**config.mk**
```make
export PLATFORM = sky130hd
export DESIGN_NAME = ram_stream_reader_flat
export DESIGN_NICKNAME = d
export VERILOG_FILES = /design/src/rtl/ram_stream_reader_pkg.sv /design/src/rtl/ram_stream_reader_if.sv /design/src/rtl/ram_stream_fifo.sv /design/src/rtl/ram_stream_reader.sv /design/src/flat_wrapper.sv
export SDC_FILE = /design/constraint.sdc
export NUM_CORES = 1
export LEC_CHECK = 0
export CAP_MARGIN = 20
export CELL_PAD_IN_SITES_DETAIL_PLACEMENT = 1
export CELL_PAD_IN_SITES_GLOBAL_PLACEMENT = 2
export CORE_ASPECT_RATIO = 1.75
export CORE_MARGIN = 2
export CORE_UTILIZATION = 38
export CTS_CLUSTER_SIZE = 14
export DETAILED_ROUTE_END_ITERATION = 12
export PLACE_DENSITY = 0.84
export SLEW_MARGIN = 10
export SYNTH_ARGS = -nofsm -noshare
export SYNTH_HDL_FRONTEND = slang
export SYNTH_HIERARCHICAL = 1
export SYNTH_SLANG_ARGS = --single-unit
```
**constraint.sdc**
```tcl
create_clock -name clk -period 2.8 [get_ports clk]
set_input_delay 0.7 -clock clk [delete_from_list [all_inputs] [get_ports clk]]
set_output_delay 0.7 -clock clk [all_outputs]
set_load 0.02 [all_outputs]
```
**src/rtl/ram_stream_reader_pkg.sv**
```systemverilog
// -----------------------------------------------------------------------------
// ram_stream_reader_pkg
//   Shared types and constants for the RAM stream reader.
//   - state_t           : burst controller states (IDLE, READ, DRAIN)
//   - ptr_width()       : FIFO pointer width for a given depth (clog2, min 1)
//   - FIFO_DEPTH_DEFAULT: default output FIFO depth
//   - FIFO_PTR_W        : pointer width for the default FIFO depth
// -----------------------------------------------------------------------------
package ram_stream_reader_pkg;

    typedef enum logic [1:0] {
        IDLE  = 2'd0,
        READ  = 2'd1,
        DRAIN = 2'd2
    } state_t;

    function automatic int ptr_width(input int depth);
        return (depth > 1) ? $clog2(depth) : 1;
    endfunction

    localparam int FIFO_DEPTH_DEFAULT = 4;
    localparam int FIFO_PTR_W         = ptr_width(FIFO_DEPTH_DEFAULT);

endpackage

```
**src/rtl/ram_stream_reader_if.sv**
```systemverilog
// -----------------------------------------------------------------------------
// ram_stream_reader_if
//   Bundles the command, RAM read port and output stream of the reader.
//   master : the reader itself (accepts commands, drives mem_addr, streams out)
//   slave  : its environment (command source, RAM, stream consumer)
//   Signals: cmd_valid/cmd_ready/cmd_addr/cmd_len, mem_addr/mem_data_out,
//            out_valid/out_ready/out_data/out_last, busy, done.
// -----------------------------------------------------------------------------
interface ram_stream_reader_if #(
    parameter int DATA_WIDTH = 14,
    parameter int ADDR_WIDTH = 6
);
    logic                  cmd_valid;
    logic                  cmd_ready;
    logic [ADDR_WIDTH-1:0] cmd_addr;
    logic [ADDR_WIDTH:0]   cmd_len;
    logic [ADDR_WIDTH-1:0] mem_addr;
    logic [DATA_WIDTH-1:0] mem_data_out;
    logic                  out_valid;
    logic                  out_ready;
    logic [DATA_WIDTH-1:0] out_data;
    logic                  out_last;
    logic                  busy;
    logic                  done;

    modport master (
        input  cmd_valid, cmd_addr, cmd_len, mem_data_out, out_ready,
        output cmd_ready, mem_addr, out_valid, out_data, out_last, busy, done
    );

    modport slave (
        output cmd_valid, cmd_addr, cmd_len, mem_data_out, out_ready,
        input  cmd_ready, mem_addr, out_valid, out_data, out_last, busy, done
    );
endinterface

```
**src/rtl/ram_stream_fifo.sv**
```systemverilog
// -----------------------------------------------------------------------------
// ram_stream_fifo
//   Synchronous FIFO holding {last, data} words for the reader output.
//   Ports: clk, rst_n (async, active-low), push_i/data_i (write side),
//          pop_i/data_o (read side, data_o is the head entry),
//          count_o (occupancy 0..DEPTH), empty_o, full_o.
//   DEPTH must be a power of two so the pointers wrap naturally.
// -----------------------------------------------------------------------------
module ram_stream_fifo
    import ram_stream_reader_pkg::*;
#(
    parameter int WIDTH = 15,
    parameter int DEPTH = FIFO_DEPTH_DEFAULT,
    parameter int PTR_W = ptr_width(DEPTH)
) (
    input  logic             clk,
    input  logic             rst_n,
    input  logic             push_i,
    input  logic [WIDTH-1:0] data_i,
    input  logic             pop_i,
    output logic [WIDTH-1:0] data_o,
    output logic [PTR_W:0]   count_o,
    output logic             empty_o,
    output logic             full_o
);
    localparam int              CNT_W    = PTR_W + 1;
    localparam logic [PTR_W-1:0] PTR_ONE = PTR_W'(1);
    localparam logic [CNT_W-1:0] CNT_ONE = CNT_W'(1);
    localparam logic [CNT_W-1:0] CNT_MAX = CNT_W'(DEPTH);

    logic [WIDTH-1:0] mem_q [DEPTH];
    logic [PTR_W-1:0] wr_ptr_q, wr_ptr_d;
    logic [PTR_W-1:0] rd_ptr_q, rd_ptr_d;
    logic [CNT_W-1:0] count_q, count_d;

    always_comb begin
        // NOTE: every always_comb output gets a default first so no path leaves it unassigned (no latch).
        wr_ptr_d = wr_ptr_q;
        rd_ptr_d = rd_ptr_q;
        count_d  = count_q;
        if (push_i) wr_ptr_d = wr_ptr_q + PTR_ONE;
        if (pop_i)  rd_ptr_d = rd_ptr_q + PTR_ONE;
        case ({push_i, pop_i})
            2'b10:   count_d = count_q + CNT_ONE;
            2'b01:   count_d = count_q - CNT_ONE;
            default: count_d = count_q;
        endcase
    end

    always_ff @(posedge clk or negedge rst_n) begin
        // NOTE: sequential state uses non-blocking assignments so all registers update together at the edge.
        if (!rst_n) begin
            wr_ptr_q <= '0;
            rd_ptr_q <= '0;
            count_q  <= '0;
        end else begin
            wr_ptr_q <= wr_ptr_d;
            rd_ptr_q <= rd_ptr_d;
            count_q  <= count_d;
        end
    end

    // NOTE: storage is deliberately not reset; emptiness comes from the pointers/count and the head is gated by the consumer.
    always_ff @(posedge clk) begin
        if (push_i) mem_q[wr_ptr_q] <= data_i;
    end

    assign data_o  = mem_q[rd_ptr_q];
    assign count_o = count_q;
    assign empty_o = (count_q == '0);
    assign full_o  = (count_q == CNT_MAX);
endmodule

```
**src/rtl/ram_stream_reader.sv**
```systemverilog
// -----------------------------------------------------------------------------
// ram_stream_reader
//   Burst read initiator for a fixed-latency synchronous RAM port. Walks the
//   RAM from cmd_addr for cmd_len words (address wraps) and re-times the data
//   into a valid/ready stream through a small FIFO. Reads are only issued while
//   in-flight reads plus buffered words leave room in the FIFO, so backpressure
//   never loses or duplicates a word.
//   Ports: clk, rst_n (async, active-low), bus (ram_stream_reader_if.master:
//          command, RAM read port, output stream, busy, done).
//   Optional: RAM_STREAM_READER_STALL_CNT_EN adds stall_cycles[15:0], a
//          saturating count of out_valid && !out_ready cycles, cleared on
//          command accept.
// -----------------------------------------------------------------------------
module ram_stream_reader
    import ram_stream_reader_pkg::*;
#(
    parameter int DATA_WIDTH   = 14,
    parameter int ADDR_WIDTH   = 6,
    parameter int READ_LATENCY = 2,
    parameter int FIFO_DEPTH   = FIFO_DEPTH_DEFAULT
) (
    input  logic                  clk,
    input  logic                  rst_n,
    ram_stream_reader_if.master   bus
`ifdef RAM_STREAM_READER_STALL_CNT_EN
    ,
    output logic [15:0]           stall_cycles
`endif
);
    localparam int PTR_W = ptr_width(FIFO_DEPTH);
    localparam int CNT_W = PTR_W + 1;
    localparam int LEN_W = ADDR_WIDTH + 1;

    localparam logic [CNT_W-1:0]      CNT_ONE  = CNT_W'(1);
    localparam logic [CNT_W-1:0]      DEPTH_C  = CNT_W'(FIFO_DEPTH);
    localparam logic [LEN_W-1:0]      LEN_ONE  = LEN_W'(1);
    localparam logic [ADDR_WIDTH-1:0] ADDR_ONE = ADDR_WIDTH'(1);

    state_t                  state_q, state_d;
    logic [ADDR_WIDTH-1:0]   addr_q, addr_d;
    logic [LEN_W-1:0]        remaining_q, remaining_d;
    logic [CNT_W-1:0]        inflight_q, inflight_d;
    logic [READ_LATENCY-1:0] vld_q;
    logic [READ_LATENCY-1:0] lst_q;
    logic                    done_q, done_d;

    logic                    accept;
    logic                    issue;
    logic                    last_issue;
    logic                    push;
    logic                    pop;
    logic [DATA_WIDTH-1:0]   fifo_data;
    logic                    fifo_last;
    logic [CNT_W-1:0]        fifo_count;
    logic                    fifo_empty;
    logic                    fifo_full;

    assign accept = bus.cmd_valid && (state_q == IDLE);
    assign push   = vld_q[READ_LATENCY-1];
    assign pop    = !fifo_empty && bus.out_ready;

    // ---------------------------------------------------------------- FSM
    always_ff @(posedge clk or negedge rst_n) begin
        if (!rst_n) state_q <= IDLE;
        else        state_q <= state_d;
    end

    always_comb begin
        state_d     = state_q;
        addr_d      = addr_q;
        remaining_d = remaining_q;
        done_d      = 1'b0;
        issue       = 1'b0;
        last_issue  = 1'b0;
        case (state_q)
            IDLE: begin
                if (accept) begin
                    if (bus.cmd_len == '0) begin
                        done_d = 1'b1;
                    end else begin
                        state_d     = READ;
                        addr_d      = bus.cmd_addr;
                        remaining_d = bus.cmd_len;
                    end
                end
            end
            READ: begin
                // Credit: every issued read owns a FIFO slot until it is popped.
                if ((inflight_q + fifo_count) < DEPTH_C) begin
                    issue       = 1'b1;
                    addr_d      = addr_q + ADDR_ONE;
                    remaining_d = remaining_q - LEN_ONE;
                    if (remaining_q == LEN_ONE) begin
                        last_issue = 1'b1;
                        state_d    = DRAIN;
                    end
                end
            end
            DRAIN: begin
                // The last-flagged word is the only one left once it is popped.
                if (pop && fifo_last) begin
                    done_d  = 1'b1;
                    state_d = IDLE;
                end
            end
            default: state_d = IDLE;
        endcase
    end

    // ------------------------------------------- counters and valid pipe
    always_comb begin
        inflight_d = inflight_q;
        case ({issue, push})
            2'b10:   inflight_d = inflight_q + CNT_ONE;
            2'b01:   inflight_d = inflight_q - CNT_ONE;
            default: inflight_d = inflight_q;
        endcase
    end

    always_ff @(posedge clk or negedge rst_n) begin
        if (!rst_n) begin
            addr_q      <= '0;
            remaining_q <= '0;
            inflight_q  <= '0;
            vld_q       <= '0;
            lst_q       <= '0;
            done_q      <= 1'b0;
        end else begin
            addr_q      <= addr_d;
            remaining_q <= remaining_d;
            inflight_q  <= inflight_d;
            done_q      <= done_d;
            // The bit leaving the pipe lines up with that read's data on mem_data_out.
            vld_q[0]    <= issue;
            lst_q[0]    <= last_issue;
            for (int i = 1; i < READ_LATENCY; i++) begin
                vld_q[i] <= vld_q[i-1];
                lst_q[i] <= lst_q[i-1];
            end
        end
    end

    // ------------------------------------------------------- output FIFO
    ram_stream_fifo #(
        .WIDTH (DATA_WIDTH + 1),
        .DEPTH (FIFO_DEPTH),
        .PTR_W (PTR_W)
    ) u_fifo (
        .clk     (clk),
        .rst_n   (rst_n),
        .push_i  (push),
        .data_i  ({lst_q[READ_LATENCY-1], bus.mem_data_out}),
        .pop_i   (pop),
        .data_o  ({fifo_last, fifo_data}),
        .count_o (fifo_count),
        .empty_o (fifo_empty),
        .full_o  (fifo_full)
    );

    a_no_overflow: assert property (@(posedge clk) disable iff (!rst_n) !(push && fifo_full));

    // ------------------------------------------------------------ outputs
    assign bus.cmd_ready = (state_q == IDLE);
    assign bus.busy      = (state_q != IDLE);
    assign bus.done      = done_q;
    assign bus.mem_addr  = addr_q;
    assign bus.out_valid = !fifo_empty;
    // Head gated so out_data/out_last read as zero whenever nothing is offered.
    assign bus.out_data  = fifo_empty ? '0 : fifo_data;
    assign bus.out_last  = !fifo_empty && fifo_last;

`ifdef RAM_STREAM_READER_STALL_CNT_EN
    logic [15:0] stall_q, stall_d;

    always_comb begin
        stall_d = stall_q;
        if (accept) begin
            stall_d = '0;
        end else if (!fifo_empty && !bus.out_ready && (stall_q != 16'hFFFF)) begin
            stall_d = stall_q + 16'd1;
        end
    end

    always_ff @(posedge clk or negedge rst_n) begin
        if (!rst_n) stall_q <= '0;
        else        stall_q <= stall_d;
    end

    assign stall_cycles = stall_q;
`endif
endmodule

```
**src/flat_wrapper.sv**
```systemverilog
// flat-port wrapper written by rule: the top's interface ports become plain ports
module ram_stream_reader_flat import ram_stream_reader_pkg::*;
#(
    parameter int DATA_WIDTH   = 14,
    parameter int ADDR_WIDTH   = 6,
    parameter int READ_LATENCY = 2,
    parameter int FIFO_DEPTH   = FIFO_DEPTH_DEFAULT
)
  (clk, rst_n, bus_cmd_valid, bus_cmd_addr, bus_cmd_len, bus_mem_data_out, bus_out_ready, bus_cmd_ready, bus_mem_addr, bus_out_valid, bus_out_data, bus_out_last, bus_busy, bus_done);
  ram_stream_reader_if #(.DATA_WIDTH(DATA_WIDTH), .ADDR_WIDTH(ADDR_WIDTH)) bus_i ();
  input  logic clk;
  input  logic rst_n;
  input wire logic [$bits(bus_i.cmd_valid)-1:0] bus_cmd_valid;
  input wire logic [$bits(bus_i.cmd_addr)-1:0] bus_cmd_addr;
  input wire logic [$bits(bus_i.cmd_len)-1:0] bus_cmd_len;
  input wire logic [$bits(bus_i.mem_data_out)-1:0] bus_mem_data_out;
  input wire logic [$bits(bus_i.out_ready)-1:0] bus_out_ready;
  output wire logic [$bits(bus_i.cmd_ready)-1:0] bus_cmd_ready;
  output wire logic [$bits(bus_i.mem_addr)-1:0] bus_mem_addr;
  output wire logic [$bits(bus_i.out_valid)-1:0] bus_out_valid;
  output wire logic [$bits(bus_i.out_data)-1:0] bus_out_data;
  output wire logic [$bits(bus_i.out_last)-1:0] bus_out_last;
  output wire logic [$bits(bus_i.busy)-1:0] bus_busy;
  output wire logic [$bits(bus_i.done)-1:0] bus_done;
  assign bus_i.cmd_valid = bus_cmd_valid;
  assign bus_i.cmd_addr = bus_cmd_addr;
  assign bus_i.cmd_len = bus_cmd_len;
  assign bus_i.mem_data_out = bus_mem_data_out;
  assign bus_i.out_ready = bus_out_ready;
  assign bus_cmd_ready = bus_i.cmd_ready;
  assign bus_mem_addr = bus_i.mem_addr;
  assign bus_out_valid = bus_i.out_valid;
  assign bus_out_data = bus_i.out_data;
  assign bus_out_last = bus_i.out_last;
  assign bus_busy = bus_i.busy;
  assign bus_done = bus_i.done;
  ram_stream_reader #(.DATA_WIDTH(DATA_WIDTH), .ADDR_WIDTH(ADDR_WIDTH), .READ_LATENCY(READ_LATENCY), .FIFO_DEPTH(FIFO_DEPTH)) u_core (.clk(clk), .rst_n(rst_n), .bus(bus_i));
endmodule
```
---- Word-level counts from Yosys, hierarchy flattened ----
Memory sizes are Yosys's and may differ from the RTL's.
Cells that the tools add are included.
word-level totals
  bits in registers ....................... 30
  memories ................................ 1
  memory bits (writable) .................. 60
cells by class
  reduce and logical (&&, ||, !) cells .... 14
  magnitude comparators ................... 1
  equality and inequality tests ........... 12
  multiplexer cells ....................... 28
  $add $sub $neg .......................... 9
memory list
  name                 words  width  rd ports  clocked after Yosys merged registers in  write ports  RTL line               text
  u_core.u_fifo.mem_q  4      15     1         0                                        1            ram_stream_fifo.sv:31  logic [WIDTH-1:0] mem_q [DEPTH];
operators with widths
  kind                                                                    count
  7-bit 2-to-1 mux                                                        3
  6-bit 2-to-1 mux                                                        3
  14-bit 2-to-1 mux                                                       1
  7-bit case mux with 2 select lines                                      1
  3-bit case mux with 2 select lines                                      2
  6-bit case mux with 2 select lines                                      1
  1-bit 2-to-1 mux                                                        10
  2-bit 2-to-1 mux                                                        5
  2-bit by 1-bit != test with 1-bit output (second input constant)        4
  2-bit nonzero test                                                      4
  7-bit by 1-bit equality test with 1-bit output (second input constant)  1
  7-bit zero test                                                         1
  7-bit by 1-bit subtractor with 7-bit output (second input constant)     1
  3-bit by 1-bit adder with 3-bit output (second input constant)          2
  6-bit by 1-bit adder with 6-bit output (second input constant)          1
  2-bit by 1-bit equality test with 1-bit output (second input constant)  3
  2-bit equality test (second input constant)                             3
  2-bit case mux with 3 select lines                                      1
  3-bit by 1-bit subtractor with 3-bit output (second input constant)     2
  5-bit AND reduction                                                     1
  2-bit by 1-bit adder with 2-bit output (second input constant)          2
  1-bit logical AND                                                       4
  4-bit AND reduction                                                     1
  3-bit adder                                                             1
  other kinds (6)                                                         6

---- Logic depth before layout (Yosys ltp) ----
  depth after elaboration ................. 6
  mapped depth ............................ 10
  mapped depth without buffers ............ 10

---- Cells and area by module ----
The synthesis kept the hierarchy.
by module, submodules not included
  module             cells each  times used  sequential area each (sq um)  area each (sq um)
  ram_stream_fifo    116         1           1976.9                        2601.2
  ram_stream_reader  162         1           575.6                         1462.7

---- Worst setup path before layout ----
OpenSTA, ideal clock, no wires.
  kind .................................... register -> register
  start ................................... register u_core.u_fifo.count_q[1] (netlist: u_core/u_fifo/count_o[1])
  end ..................................... register u_core.inflight_q[2]
  library setup time ...................... 0.079 ns
  data required time ...................... 2.721 ns
  data arrival time ....................... 2.206 ns
  slack ................................... 0.515 ns
  clock period less this slack ............ 2.285 ns
  stages on the path, launching flop included .. 11
  buffers on the path ..................... 0
  path through ............................ dfrtp_1 ha_1 a31oi_1 xnor2_1 nand2_1 ha_1 inv_1 fa_1 xor2_1 nor2_1 xor2_1
on the way
  cells in the longest elaborated chain, start to end .. 6
  elaborated cells between the ends (all ways) .. 8
  those cells by class .................... add/sub (1); order compare (1); eq/ne (2); mux (3); reduce/logical (1)
ends and longest elaborated chain
  what                                                                                          RTL line                  text
  start: declaration                                                                            ram_stream_fifo.sv:34     logic [CNT_W-1:0] count_q, count_d;
  start signal: assignment                                                                      ram_stream_fifo.sv:59     count_q <= count_d;
  3-bit adder *                                                                                 ram_stream_reader.sv:89   if ((inflight_q + fifo_count) < DEPTH_C) begin
  3-bit < comparator *                                                                          ram_stream_reader.sv:89
  1-bit 2-to-1 mux *                                                                            ram_stream_reader.sv:89
  1-bit 2-to-1 mux *                                                                            ram_stream_reader.sv:75   case (state_q)
  2-bit by 1-bit equality test with 1-bit output / 2-bit equality test (equally long branches)  ram_stream_reader.sv:113  case ({issue, push})
  3-bit case mux with 2 select lines / 2-bit nonzero test (equally long branches)               --
  end signal: assignment                                                                        ram_stream_reader.sv:131  inflight_q <= inflight_d;
  end: declaration                                                                              ram_stream_reader.sv:42   logic [CNT_W-1:0] inflight_q, inflight_d;
Mark *: on every way between the ends. The rest lies on a longest branch, timed or not.
A chain may end at the register's enable or synchronous reset.

---- Final worst setup path ----
  start ................................... register u_core.u_fifo.rd_ptr_q[0]
  end ..................................... output bus_out_data[6]
on the way
  cells in the longest elaborated chain, start to end .. 2
ends and longest elaborated chain
  what                      RTL line                  text
  start: declaration        ram_stream_fifo.sv:33     logic [PTR_W-1:0] rd_ptr_q, rd_ptr_d;
  start signal: assignment  ram_stream_fifo.sv:58     rd_ptr_q <= rd_ptr_d;
  memory 4 x 15 bit         --
  via u_core.fifo_data[6]   ram_stream_reader.sv:52   logic [DATA_WIDTH-1:0] fifo_data;
  14-bit 2-to-1 mux         ram_stream_reader.sv:169  assign bus.out_data = fifo_empty ? '0 : fifo_data;
  end: declaration          flat_wrapper.sv:21        output wire logic [$bits(bus_i.out_data)-1:0] bus_out_data;
The timed path passes the listed nets, and every way through them passes these cells.

==> reports/qor.yml <==
worst_setup_path:
  crit_path_start_kind: "register"
  crit_slowest_cell: "mux4_1"
  end_kind: "output pin"
  worstSetupPathType: "reg2out"
  cp.required_ps: 2100
  max_stage_delay_ps: 570
  crit_arrival_ps: 2040
  crit_chain: "mux4_1, nor2b_1, clkdlybuf4s50_1"
  cp_max_fo: 5
  path_delay_family: "multiplexers"
  critical_path_buf_inv_count: 1
die:
  fp.dieH_microns: 141
  initial_core_util_pct: 39.2
  core_sq_um: 10400
  die_w_microns: 82.1
  die-area_sq_um: 11600
  rows: 49
  io_pins: 56
power_and_ir_drop:
  p_seq_share_pct: 34.6
  p_sw_mw: 2.42
  ir_drop_mv: 0.599
  power_frac_comb_pct: 47.6
  p_int_mw: 3.80
  p_clk_share_pct: 17.9
  swShare_pct: 38.9
  p_leak_nw: 1.91
  p_per_area_nw_per_um2: 1230
global_routing:
  grt_max_degree: 31
  grt_pass1_wl_mm: 14.4
  grt_pass1_vias: 2820
  overflow: 0
  track_usage_pct: 16.8
  antenna_found_initial: 0
placed_design:
  port_buffers: 55
  pre_cts_slack_ps: 148
  place_congestion: 0.786
  dp_hpwl_mm: 6.37
synthesis:
  syn_avg_cell_area_sq_um: 14.6
  synthCells: 277
  syn_area_sq_um: 4060
  yosysWarnings: 6
  synth_nets: 320
layout:
  area_growth_syn_to_layout_pct: 25.0
  drive_gt1_share_pct: 12.6
  antenna_cells: 0
  finalNetCount: 388
  nFillCells: 1070
routing:
  met3WireLength_microns: 323
  wl_met2_mm: 4.79
  routed_wl_mm: 8.83
  top_layer: "met4"
  drtPass1Iterations: 4
  route.vias.total: 2541
  drt-met1-wl_mm: 3.53
  drc: 0
  vias_per_cell: 5.33
  antenna_left: 0
  drtIter0Drc: 109
  wire_per_inst_microns: 18.5
run_status:
  run_status: "finished clean"
sta:
  fin_crit_ps: 2740
  period_share_pct: 97.9
  tns_ps: 0
  setup_viol: 0
  clock-skew-final_ps: 8.00
  final-max-slew-violation-count: 0
  fin_ws_ps: 60.2
  max_clock_freq_mhz: 365
  max_slew_margin_pct: 41.9
  rsz0062_at_grt: "false"
  worst_pin_slew_ps: 872
  hold_viol_final: 0
cts:
  postCtsHoldBufs: 0
  clkLatencyLatePin_ps: 330
  cts_buffers: 9
  cts_tree: "built"
  cts_root_buffer: "clkbuf_16"
  ctsHtreeMaxLevel: 3
  clockBufferDepth: 2
  clk_pin_slew_worst_paths_ps: 60
  clock-sinks: 90
min_path:
  min_path_type: "reg2reg"
run:
  cap_violations: 0
==> what timing repair did <==
| item | CTS | global route |
|---|---|---|
| resized for setup | 15 | 1 |
| buffers inserted | 0 | 0 |
| setup endpoints to repair | 15 | 1 |
| gates cloned | 0 | 0 |
| pin swaps | 0 | 0 |
| endpoints found under the hold margin | 0 | 0 |
==> power by group through the flow <==
stage                     clock, mW  sequential, mW  combinational, mW
after detailed placement          0            2.17               3.08
after CTS                      1.15            2.15               3.00
after global placement            0            2.15               3.00
final                          1.11            2.15               2.96
after global routing           1.20            2.21               3.24
after floorplan                   0            2.09               1.98
==> sequential cells by signal (all words and copies together), names as in the netlist <==
register and count:
u_core/u_fifo/mem_q 60, u_core/lst_q 2, u_core/inflight_q 3, u_core/vld_q 2
u_core/remaining_q 7, u_core/bus.mem_addr 6, u_core/u_fifo/wr_ptr_q 2, u_core/u_fifo/count_o 3
u_core/state_q 2, u_core/u_fifo/rd_ptr_q 2, u_core/bus.done 1
==> layout by cell type, fill, tap and decap left out, types with 6 or more instances in the layout <==
cell             instances
clkdlybuf4s50_1         41
ha_1                    10
o21ai_0                 11
nor2b_1                 17
dlygate4sd2_1           13
clkbuf_16                9
dfrtp_1                 29
nand3_1                  7
mux4_2                   9
xor2_1                   7
mux4_1                   6
a21oi_1                 12
nand2_1                 17
edfxtp_1                60
buf_4                   11
nor2_1                   6
inv_1                   18
==> final timing paths <==
check                                                from                         to  slack [ps]  cells past startpoint
worst max-delay path            u_core/u_fifo/rd_ptr_q[0]            bus_out_data[6]          60                      3
min in group asynchronous                           rst_n     u_core/bus.mem_addr[4]         760                      2
worst max register to register   u_core/u_fifo/count_o[1]       u_core/inflight_q[2]         390                     10
max in group asynchronous                           rst_n  u_core/u_fifo/rd_ptr_q[0]        1720                      2
worst min-delay path                      u_core/lst_q[0]            u_core/lst_q[1]         360                      0
worst min register to register            u_core/lst_q[0]            u_core/lst_q[1]         360                      0
==> metal layers <==
layer / track usage [%] / vias to the layer above
met4: 7.63 / 0
met1: 19.6 / 1274
met2: 29.3 / 77
met5: 0 / -
li1: - / 1177
met3: 3.01 / 13
==> cell type report <==
cell class | instances | area [sq um] | share of cell area (%)
flip-flops and latches | 90 | 2550 | 50.4
multi-input cells | 159 | 1370 | 27.1
repair buffers | 67 | 639 | 12.6
clock buffers | 10 | 229 | 4.52
well taps | 127 | 159 | 3.13
inverters | 18 | 67.6 | 1.33
clock inverters | 6 | 50.0 | 0.987
==> metrics by stage <==
step	total power [mW]	utilization [%]	instance area, sq um	std cells	hold WS [ps]
after CTS	6.30	48.9	5070	477	369
after global placement	5.15	46.4	4810	461	333
after global routing	6.65	48.9	5070	477	380
after detailed placement	5.25	46.4	4810	461	346
final	6.22	48.9	5070	477	363
after floorplan	4.07	-	4060	277	331
==> worst reg2reg max path, stage by stage (launching register included) <==
cell and delay, ps:
dfrtp_1 430, ha_1 300, a31oi_1 280, xnor2_1 140, nand2_1 120, ha_1 190, inv_1 60, fa_1 370
xor2_1 160, nor2_1 140, xor2_1 160
(Power assumes the default switching activity.)
==> patch 1: new RTL, same flow settings <==
Encoding of `state_t`: now one-hot (3 bits for 3 states).
--- a/src/rtl/ram_stream_reader_pkg.sv
+++ b/src/rtl/ram_stream_reader_pkg.sv
@@ -9,8 +9,8 @@
 package ram_stream_reader_pkg;
 
-    typedef enum logic [1:0] {
-        IDLE  = 2'd0,
-        READ  = 2'd1,
-        DRAIN = 2'd2
+    typedef enum logic [2:0] {
+        IDLE  = 3'b001,
+        READ  = 3'b010,
+        DRAIN = 3'b100
     } state_t;
 
Formal check against the unedited RTL: no difference found for any inputs over 10 cycles, from zero or initial values and one cycle with rst_n low; not proved beyond that.
==> patch 1 against the original RTL <==
  * Wire length decreased by 0.69%
  * Fmax rose by 3.0%
  * Sequential cell count rose by 1
  * Via count about the same
  * Total power is 14% lower
  * Sequential share of layout area rose by 0.28 points
  * Worst setup slack improved by 0.080 ns
  * Cell area grew 0.47%
  * Area after synthesis increased by 0.43%
  * Worst hold slack lost 0.015 ns
==> patch 1: results (changes against the original RTL) <==
Met1 usage = 18.27% (-1.3 points)
Clock Latency Late Sink = 0.34 ns
Met2 WL = 4962 um (+3.7%)
Crit Reg-Reg Startpoint = u_core/inflight_q[1]
Worst R2R Path Depth = 9 (-1)
Met2 global-route usage = 30.52% (+1.2 points)
Final worst path period need = 2.660 ns (-0.07996 ns)
Worst Tran Pin Value = 0.8263 ns (-0.04583 ns)
Ant diodes = 0 (unchanged)
Hold endpoint = u_core/vld_q[1]
M1 wire length = 3249 um (-7.9%)
CP max FO = 14 (+9)
Post-Synthesis Net Count = 318 (-0.63%)
Met3 Track Usage GR = 3.329% (+0.32 points)
Maximum root-to-sink buffer count = 2 (unchanged)
Pre-CTS setup slack = 0.1701 ns (+0.02172 ns)
Largest net degree at the start of global routing = 32 (+3.2%)
Max Clock Skew = 0.006225 ns (-0.001777 ns)
Ratio of cells with drive above 1 in the final layout = 11.85% (-0.72 points)
CTS H-tree depth = 3 (unchanged)
Leak pwr = 1.954 nW (+2.1%)
Hold path startpoint = u_core/vld_q[0]
Gr usage total = 16.68% (-0.13 points)
Antenna violations before repair = 0 (unchanged)
Worst setup path end = bus_out_data[12]
DR iter-0 viols = 99 (-9.2%)
Result of the run = finished, final reports clean
Worst Path Arrival = 1.96 ns (-0.08 ns)
Worst vdd ir = 0.5629 mV (-6.1%)
Gp weighted congestion = 0.7804 (-0.70%)
HPWL Detailed = 6380 um (+0.11%)
Port Buffers = 55 (unchanged)
Crit path max-delay cell type = mux4_1
Met3 WL = 367 um (+14%)
Overall routed net length = 8769 um (-0.69%)
# nets final = 384 (-1.0%)
First-pass GRT wire length = 14350 um (unchanged)
Via count = 2539 (-0.079%)
Vias in the first global route = 2840 (+0.71%)
TritonCTS Buffers = 9 (unchanged)
R2R Setup Slk = 0.26 ns (-0.13 ns)
[patch 1: stage by stage]
| stage | cell area (sq um) | cells | hold WS [ns] | util [%] |
|---|---|---|---|---|
| after floorplan | 4075 | 275 | 0.3312 | - |
| after global placement | 4803 | 460 | 0.3329 | 45.43 |
| after detailed placement | 4803 | 460 | 0.3356 | 45.43 |
| after CTS | 5090 | 476 | 0.3509 | 48.14 |
| after global routing | 5095 | 476 | 0.3556 | 48.19 |
| final | 5095 | 476 | 0.3476 | 48.19 |
[patch 1: final cells by class]
cell class / instances / area, sq um
fill: 1085 / 5478
sequential: 91 / 2580
multi-input combinational: 161 / 1371
timing repair buffer: 66 / 633.1
clock buffer: 11 / 242.7
tap: 130 / 162.7
clock inverter: 5 / 60.06
inverter: 12 / 45.04
[patch 1: report_power, final]
part / switching [mW] / internal (mW) / total (mW)
clock network: 0.492 / 0.721 / 1.21
registers: 0.274 / 1.71 / 1.98
logic: 1.11 / 1.01 / 2.13
total: 1.88 / 3.44 / 5.32
==> patch 2: new RTL, same settings <==
Without the edit above. `ADDR_WIDTH` is set to 6 in 3 places; all go to 4.
--- a/src/rtl/ram_stream_reader_if.sv
+++ b/src/rtl/ram_stream_reader_if.sv
@@ -9,5 +9,5 @@
 interface ram_stream_reader_if #(
     parameter int DATA_WIDTH = 14,
-    parameter int ADDR_WIDTH = 6
+    parameter int ADDR_WIDTH = 4
 );
     logic                  cmd_valid;
--- a/src/rtl/ram_stream_reader.sv
+++ b/src/rtl/ram_stream_reader.sv
@@ -16,5 +16,5 @@
 #(
     parameter int DATA_WIDTH   = 14,
-    parameter int ADDR_WIDTH   = 6,
+    parameter int ADDR_WIDTH   = 4,
     parameter int READ_LATENCY = 2,
     parameter int FIFO_DEPTH   = FIFO_DEPTH_DEFAULT
--- a/src/flat_wrapper.sv
+++ b/src/flat_wrapper.sv
@@ -3,5 +3,5 @@
 #(
     parameter int DATA_WIDTH   = 14,
-    parameter int ADDR_WIDTH   = 6,
+    parameter int ADDR_WIDTH   = 4,
     parameter int READ_LATENCY = 2,
     parameter int FIFO_DEPTH   = FIFO_DEPTH_DEFAULT
Interface: changed (resized bus_cmd_addr, bus_cmd_len and bus_mem_addr); port bits go from 56 to 50. No check against the original RTL was run, so the function may have changed too.
==> patch 2 against the original RTL <==
  * Total power is 4.1% lower
  * Largest power group unchanged
  * Area after synthesis down 6.5%
  * Sequential cell count decreased by 4
  * Wire length shrank 12%
  * Critical path type unchanged
  * Via count fell by 11%
  * Cell area fell by 5.8%
  * Worst setup slack better by 0.10 ns
==> patch 2: results (changes against the original RTL) <==
Sequential power = 2.01 mW (-7%)
Psw = 2.169 mW (-10%)
FF+latch area = 2452 sq um (-4.0%)
Worst Path Arrival = 1.94 ns (-0.10 ns)
Crit-path max cell delay = 0.61 ns (+0.04 ns)
Max Clock Skew = 0.008202 ns (+0.0002006 ns)
Worst Tran Pin Value = 0.8321 ns (-0.03997 ns)
Post-Synthesis Net Count = 277 (-13%)
Port Buffers = 49 (-11%)
Bufs w/o clock = 60 (-10%)
CP max FO = 6 (+1)
Gp weighted congestion = 0.7875 (+0.20%)
Die area = 10830 sq um (-6.3%)
HPWL Detailed = 5482 um (-14%)
Multi-input logic area = 1241 sq um (-9.6%)
Number of multi-input combinational cells = 132 (-17%)
Post-Layout Cell Count = 431 (-9.6%)
Via count = 2259 (-11%)
Inverters, non-clock = 12 (-6)
Clk cell area share = 6.730% (+1.2 points)
Clock buffer cells = 10 (unchanged)
Cell at the root of the clock tree = clkbuf_16
Vias in the first global route = 2459 (-13%)
Fillers = 960 (-10%)
Post-route clock period utilization = 94.13% (-3.7 points)
Crit Reg-Reg Startpoint = u_core/inflight_q[1]
Result of the run = finished, final reports clean
Ratio of cells with drive above 1 in the final layout = 14.38% (+1.8 points)
Worst setup path end = bus_out_last
TritonRoute pass-1 iters = 4 (unchanged)
CP startpoint = u_core/u_fifo/rd_ptr_q[0]
Worst R2R Path Depth = 9 (-1)
Placed insts = 415 (-10%)
Worst vdd ir = 0.6300 mV (+5.1%)
Final non-clock buffer share = 11.76% (-0.85 points)
Overall routed net length = 7798 um (-12%)
PD cells = 1248 nW/um^2 (+1.8%)
Clk sinks = 86 (-4.4%)
Gr usage total = 15.76% (-1.1 points)
Pre-CTS setup slack = 0.1636 ns (+0.01520 ns)
PnR Total Power = 5.964 mW (-4.1%)
[patch 2: worst min-delay path by stage]
stage | start | endpoint | slack, ns | cells past startpoint
finish | u_core/lst_q[0] | u_core/lst_q[1] | 0.35 | 0
global route | u_core/vld_q[0] | u_core/vld_q[1] | 0.36 | 0
CTS | u_core/lst_q[0] | u_core/lst_q[1] | 0.35 | 0
detailed placement | u_core/vld_q[0] | u_core/vld_q[1] | 0.34 | 0
global placement | u_core/lst_q[0] | u_core/lst_q[1] | 0.33 | 0
floorplan | u_core/lst_q[0] | u_core/lst_q[1] | 0.33 | 0
[patch 2: metal layers]
layer	global-route usage, %	vias up	part of all wire (%)
met5	0	-	0
li1	-	1028	-
met3	3.519	4	3.8
met1	15.04	1162	36
met2	31.28	65	60
met4	6.130	0	0.80
[patch 2: repair_timing]
action                                  4_1_cts  5_1_grt
gates resized for setup                      15        1
endpoints found under the setup margin       12        1
hold buffers                                  0        0
